<file path="config.mk">
export PLATFORM = sky130hd
export DESIGN_NAME = sig_lvl_detect
export DESIGN_NICKNAME = d
export VERILOG_FILES = /design/src/rtl/sig_lvl_detect_pkg.sv /design/src/rtl/sig_lvl_detect_sync.sv /design/src/rtl/sig_lvl_detect.sv
export SDC_FILE = /design/constraint.sdc
export NUM_CORES = 1
export LEC_CHECK = 0
export ABC_AREA = 1
export BUFFER_PORTS_ARGS = -buffer_cell sky130_fd_sc_hd__buf_4
export CORE_ASPECT_RATIO = 1.4
export CORE_MARGIN = 5
export CORE_UTILIZATION = 46
export DETAILED_ROUTE_END_ITERATION = 6
export GPL_ROUTABILITY_DRIVEN = 0
export GPL_TIMING_DRIVEN = 0
export PLACE_DENSITY_LB_ADDON = 0.1
export SLEW_MARGIN = 15
export SYNTH_ARGS = -nofsm -noshare
export SYNTH_HDL_FRONTEND = slang
export SYNTH_HIERARCHICAL = 1
export SYNTH_SLANG_ARGS = --single-unit
</file>
<file path="constraint.sdc">
create_clock -name i_clk -period 1.7 [get_ports i_clk]
set_input_delay 0 -clock i_clk [delete_from_list [all_inputs] [get_ports i_clk]]
set_output_delay 0 -clock i_clk [all_outputs]
set_load 0.01 [all_outputs]
</file>
<file path="src/rtl/sig_lvl_detect_pkg.sv">
// Shared level-handling helpers: polarity decoding and the debounce FSM state type.
// Polarity parameters are 32-bit packed ASCII ("HIGH", or "LOW" right-justified).
package common_functions;

  localparam logic [31:0] LvlHigh = "HIGH";
  localparam logic [31:0] LvlLow  = {8'h00, "LOW"};

  typedef enum logic [1:0] {
    S_INACT    = 2'd0,
    S_TO_ACT   = 2'd1,
    S_ACT      = 2'd2,
    S_TO_INACT = 2'd3
  } t_lvl_state;

  function automatic logic lvl_is_legal(logic [31:0] lvl);
    return (lvl == LvlHigh) || (lvl == LvlLow);
  endfunction

  function automatic logic set_sig_lvl(logic [31:0] lvl);
    return (lvl == LvlHigh);
  endfunction

  function automatic logic lvl_is_active(logic raw, logic [31:0] p_active_lvl);
    return (raw == set_sig_lvl(p_active_lvl));
  endfunction

endpackage

</file>
<file path="src/rtl/sig_lvl_detect_sync.sv">
// N-stage synchroniser for a single asynchronous bit, with a selectable reset value.
module sig_sync #(
  parameter int unsigned P_STAGES  = 2,
  parameter logic        P_RST_VAL = 1'b0
) (
  input  logic i_clk,
  input  logic i_rst_n,
  input  logic i_d,
  output logic o_q
);

  if (P_STAGES < 2) begin : g_bad_stages
    $fatal(1, "sig_sync: P_STAGES must be >= 2");
  end

  logic [P_STAGES-1:0] sync_q;
  logic [P_STAGES-1:0] sync_d;

  always_comb begin
    sync_d = {sync_q[P_STAGES-2:0], i_d};
  end

  always_ff @(posedge i_clk or negedge i_rst_n) begin
    if (!i_rst_n) begin
      sync_q <= {P_STAGES{P_RST_VAL}};
    end else begin
      sync_q <= sync_d;
    end
  end

  assign o_q = sync_q[P_STAGES-1];

endmodule

</file>
<file path="src/rtl/sig_lvl_detect.sv">
// Synchronises and debounces an asynchronous level, reports it as a logical active flag
// with one-cycle edge pulses and a saturating assertion counter.
module sig_lvl_detect
  import common_functions::*;
#(
  parameter logic [31:0] P_ACTIVE_LVL   = LvlHigh,
  parameter logic [31:0] P_RST_LVL      = LvlLow,
  parameter int unsigned P_SYNC_STAGES  = 2,
  parameter int unsigned P_DEBOUNCE_CYC = 16,
  parameter int unsigned P_CNT_W        = 16
) (
  input  logic               i_clk,
  input  logic               i_rst_n,
  input  logic               i_sig,
  input  logic               i_clr_cnt,
  output logic               o_active,
  output logic               o_stable,
  output logic               o_assert_p,
  output logic               o_deassert_p,
  output logic [P_CNT_W-1:0] o_evt_cnt
);

  if (!lvl_is_legal(P_ACTIVE_LVL) || !lvl_is_legal(P_RST_LVL)) begin : g_bad_lvl
    $fatal(1, "sig_lvl_detect: level parameters must be \"HIGH\" or \"LOW\"");
  end
  if (P_SYNC_STAGES < 2) begin : g_bad_stages
    $fatal(1, "sig_lvl_detect: P_SYNC_STAGES must be >= 2");
  end
  if (P_DEBOUNCE_CYC < 1) begin : g_bad_debounce
    $fatal(1, "sig_lvl_detect: P_DEBOUNCE_CYC must be >= 1");
  end

  localparam int unsigned      DbW      = $clog2(P_DEBOUNCE_CYC + 1);
  localparam logic [DbW-1:0]   DbMax    = DbW'(P_DEBOUNCE_CYC);
  localparam logic             RstRaw   = set_sig_lvl(P_RST_LVL);
  localparam logic             RstAct   = (P_RST_LVL == P_ACTIVE_LVL);
  localparam t_lvl_state       RstState = RstAct ? S_ACT : S_INACT;
  localparam logic [P_CNT_W-1:0] EvtOne = P_CNT_W'(1);

  logic sync_out;
  logic l_act;

  sig_sync #(
    .P_STAGES  (P_SYNC_STAGES),
    .P_RST_VAL (RstRaw)
  ) u_sync (
    .i_clk   (i_clk),
    .i_rst_n (i_rst_n),
    .i_d     (i_sig),
    .o_q     (sync_out)
  );

  assign l_act = lvl_is_active(sync_out, P_ACTIVE_LVL);

  t_lvl_state         state_q, state_d;
  logic [DbW-1:0]     db_cnt_q, db_cnt_d;
  logic               active_q, active_d;
  logic               assert_p_q, assert_p_d;
  logic               deassert_p_q, deassert_p_d;
  logic [P_CNT_W-1:0] evt_cnt_q, evt_cnt_d;

  always_comb begin
    state_d      = state_q;
    db_cnt_d     = db_cnt_q;
    active_d     = active_q;
    assert_p_d   = 1'b0;
    deassert_p_d = 1'b0;

    unique case (state_q)
      S_INACT: begin
        if (l_act) begin
          state_d  = S_TO_ACT;
          db_cnt_d = DbW'(1);
        end
      end
      S_TO_ACT: begin
        if (!l_act) begin
          state_d  = S_INACT;
          db_cnt_d = '0;
        end else if (db_cnt_q == DbMax) begin
          state_d    = S_ACT;
          db_cnt_d   = '0;
          active_d   = 1'b1;
          assert_p_d = 1'b1;
        end else begin
          db_cnt_d = db_cnt_q + 1'b1;
        end
      end
      S_ACT: begin
        if (!l_act) begin
          state_d  = S_TO_INACT;
          db_cnt_d = DbW'(1);
        end
      end
      S_TO_INACT: begin
        if (l_act) begin
          state_d  = S_ACT;
          db_cnt_d = '0;
        end else if (db_cnt_q == DbMax) begin
          state_d      = S_INACT;
          db_cnt_d     = '0;
          active_d     = 1'b0;
          deassert_p_d = 1'b1;
        end else begin
          db_cnt_d = db_cnt_q + 1'b1;
        end
      end
      default: begin
        state_d  = RstState;
        db_cnt_d = '0;
      end
    endcase
  end

  // A clear that coincides with a commit keeps that commit's event.
  always_comb begin
    evt_cnt_d = evt_cnt_q;
    if (i_clr_cnt) begin
      evt_cnt_d = assert_p_d ? EvtOne : '0;
    end else if (assert_p_d && (evt_cnt_q != '1)) begin
      evt_cnt_d = evt_cnt_q + 1'b1;
    end
  end

  always_ff @(posedge i_clk or negedge i_rst_n) begin
    if (!i_rst_n) begin
      state_q      <= RstState;
      db_cnt_q     <= '0;
      active_q     <= RstAct;
      assert_p_q   <= 1'b0;
      deassert_p_q <= 1'b0;
      evt_cnt_q    <= '0;
    end else begin
      state_q      <= state_d;
      db_cnt_q     <= db_cnt_d;
      active_q     <= active_d;
      assert_p_q   <= assert_p_d;
      deassert_p_q <= deassert_p_d;
      evt_cnt_q    <= evt_cnt_d;
    end
  end

  assign o_active     = active_q;
  assign o_stable     = (state_q == S_INACT) || (state_q == S_ACT);
  assign o_assert_p   = assert_p_q;
  assign o_deassert_p = deassert_p_q;
  assign o_evt_cnt    = evt_cnt_q;

endmodule

</file>
==> metrics.yaml <==
ys.flop_type: "dfrtp_1"
synth_area_leaders: "dfrtp_1 45%, nand2_1 15%, nand4_1 5.6%, nor2_1 5.0%, nand3_1 4.8%"
setup_viol: 0
cts_max_level: 1
viasPerCell: 5.299
start_util: 0.4703
area_growth_pct: 24.64
die-area_sq_mm: 0.004708
finalHoldViolCount: 0
synth-seq-cells: 28
wire_per_inst_um: 13.88
grt_overflow_total: 0
max_freq_mhz: 619.9
placementRows: 25
r2r_slack_ns: 0.09
startpoint: "db_cnt_q[2]$_DFFE_PN0P_"
fin_crit_ns: 1.613
ys_warn_count: 6
outcome: "finished clean"
fp.dieH_um: 79.21
async_flop_share: 1.000
clock_latency_ns: 0.27
nets: 247
crit_chain: "nor2_2 -> nand3_2 -> nor2_4 -> nand2_4 -> nor2_4 -> nor2_4 -> buf_6 -> nand2_1 -> nand2_1"
syn_area_per_cell_sq_um: 7.792
num-fill-cells: 320
dr.pass1.iters: 4
r2r-end: "o_evt_cnt[12]$_DFFE_PN0P_"
rr_startpoint: "db_cnt_q[2]$_DFFE_PN0P_"
numCtsBuffers: 3
grt_max_degree: 29
ant_nets: 0
cp_num_buf_inv: 1
dpl_cell_area_sq_mm: 0.001797
synth_most_common_cell: "nand2_1"
root_buffer: "clkbuf_8"
pin_count: 24
worstSetupPathType: "register to register"
drv_slew: 0
critical_path_cell_count: 9
r2r_cells: 9
holdWs_ns: 0.03195
diodes: 0
final_util: 0.5862
critPathMaxStageDelay_ns: 0.45
synth_top_area_frac: 0.4452
slew_headroom: 0.6840
endpoint: "o_evt_cnt[12]$_DFFE_PN0P_"
netlist_instances: 202
timing.critical_path.slowest_stage_cell: "dfrtp_2"
synthTopCellsByCount: "62 x nand2_1, 28 x dfrtp_1, 21 x nor2_1, 18 x inv_1, 15 x nand3_1"
routed_wl_um: 3860
ir_drop_uv: 352.9
tightest_slew_ns: 0.4740
cp_max_fo: 10
yosysSeqAreaShare: 0.4452
yosysUniqueCellTypes: 21
place_inst: 265
fin_area_sq_mm: 0.001962
grt_antenna_before_repair: 0
design.core.area_sq_mm: 0.003347
final_layout_size_suffix_gt1_frac: 0.2311
grt_pass1_vias: 1526
crit_family: "simple AND/OR/NAND/NOR gates"
grt.total_usage: 0.1781
grt_pass1_wl_um: 6582
netlist_area_sq_mm: 0.001574
cts_buffer_depth: 2
drt_iter0_markers: 74
synth_edf_count: 0
syn_nets: 209
leakage_nw: 0.9442
power_density_mw_per_mm2: 581.9
worstPathRequired_ns: 1.86
final-instance-count-excl-fill: 278
finClkSkew_ns: 0.003938
hpwl_um: 2826
critPathCaptureType: "register"
yosysTopAreaCell: "dfrtp_1"
period_share: 0.9489
die_x_um: 59.44
cp.arrival_ns: 1.78
drc: 0
cts_tree: "done"
dr_total_vias: 1473
clock_sinks: 28
start_kind: "register"
critical_path.most_common_cell: "nor2_4"
clkTransAtPathRegs_ns: 0.08
drv_cap: 0
hold_path.class: "primary input to register"
numPortBuffers: 23
[logic make-up after synthesis]
group	share of synthesized area
buffers and inverters	0.05563
XOR/XNOR	0.05008
AND/OR/NAND/NOR	0.3680
AO/OA/AOI/OAI	0.05723
adder cells (fa/ha/maj)	0.02385
flip-flops	0.4451
[power by group]
group	switching, mW	internal, mW	total (mW)
sequential	0.00906	0.677	0.686
combinational	0.0650	0.0437	0.109
clock	0.188	0.159	0.347
total	0.262	0.880	1.14
[metrics by stage]
step / worst slack, ns / power (mW) / TNS (ns)
floorplan: 0.1054 / 0.7460 / 0
global placement: -0.07388 / 0.7803 / -0.7372
detailed placement: -0.08090 / 0.7858 / -0.7495
CTS: 0.006384 / 1.143 / 0
global route: -0.01603 / 1.209 / -0.04417
finish: 0.08694 / 1.142 / 0
[sequential cells by signal, indices dropped and copies added (netlist names), named ones only]
name / flops
u_sync/sync_q: 2
o_evt_cnt: 16
state_q: 1
o_assert_p: 1
db_cnt_q: 5
o_active: 1
o_deassert_p: 1
[layout by cell type, fill, tap and decap left out, drive strengths merged]
master,count
a21oi,3
buf,33
clkbuf,4
dfrtp,28
dlygate4sd3,2
ha,3
inv,18
nand2,65
nand3,16
nand4,14
nor2,28
o21ai,9
o21bai,3
o31ai,1
or2,2
xnor2,1
xor2,8
[layer usage]
layer	vias up	global-route usage	share of wire
met4	0	0.08390	0.014
met5	-	0	0
met2	31	0.3140	0.55
met1	710	0.2076	0.40
li1	726	-	-
met3	6	0.01951	0.034
[how the worst min path moves through the flow]
stage | startpoint | end | slack [ns] | depth (start not counted)
after floorplan | i_rst_n | asynchronous set/reset pin | -0.30 | 0
after global placement | i_rst_n | o_assert_p$_DFF_PN0_ | -0.07 | 1
after detailed placement | i_rst_n | o_assert_p$_DFF_PN0_ | -0.06 | 1
after CTS | i_clr_cnt | o_evt_cnt[8]$_DFFE_PN0P_ | 0.02 | 4
after global routing | i_clr_cnt | o_evt_cnt[6]$_DFFE_PN0P_ | 0.05 | 4
final | i_clr_cnt | o_evt_cnt[8]$_DFFE_PN0P_ | 0.03 | 4
[area by class of cell]
type,count,area (sq um),share of cell area
Tap cell,40,50.05,0.02551
Timing Repair Buffer,33,252.7,0.1288
Inverter,18,67.56,0.03444
Clock buffer,3,41.29,0.02105
Sequential cell,28,703.2,0.3584
Buffer,3,26.28,0.01339
Multi-Input combinational cell,153,820.8,0.4184
[tightest hold or removal path, stage by stage]
cell	delay [ns]
buf_4	0.13
nor2_1	0.05
nand2_1	0.05
nand2_1	0.04
[what timing repair did]
item	4_1_cts	5_1_grt
setup endpoints to repair	13	15
pin swaps	0	3
resized for setup	3	9
hold buffers	2	0
hold endpoints to repair	29	0
setup buffers	2	6
(Power assumes the default switching activity.)
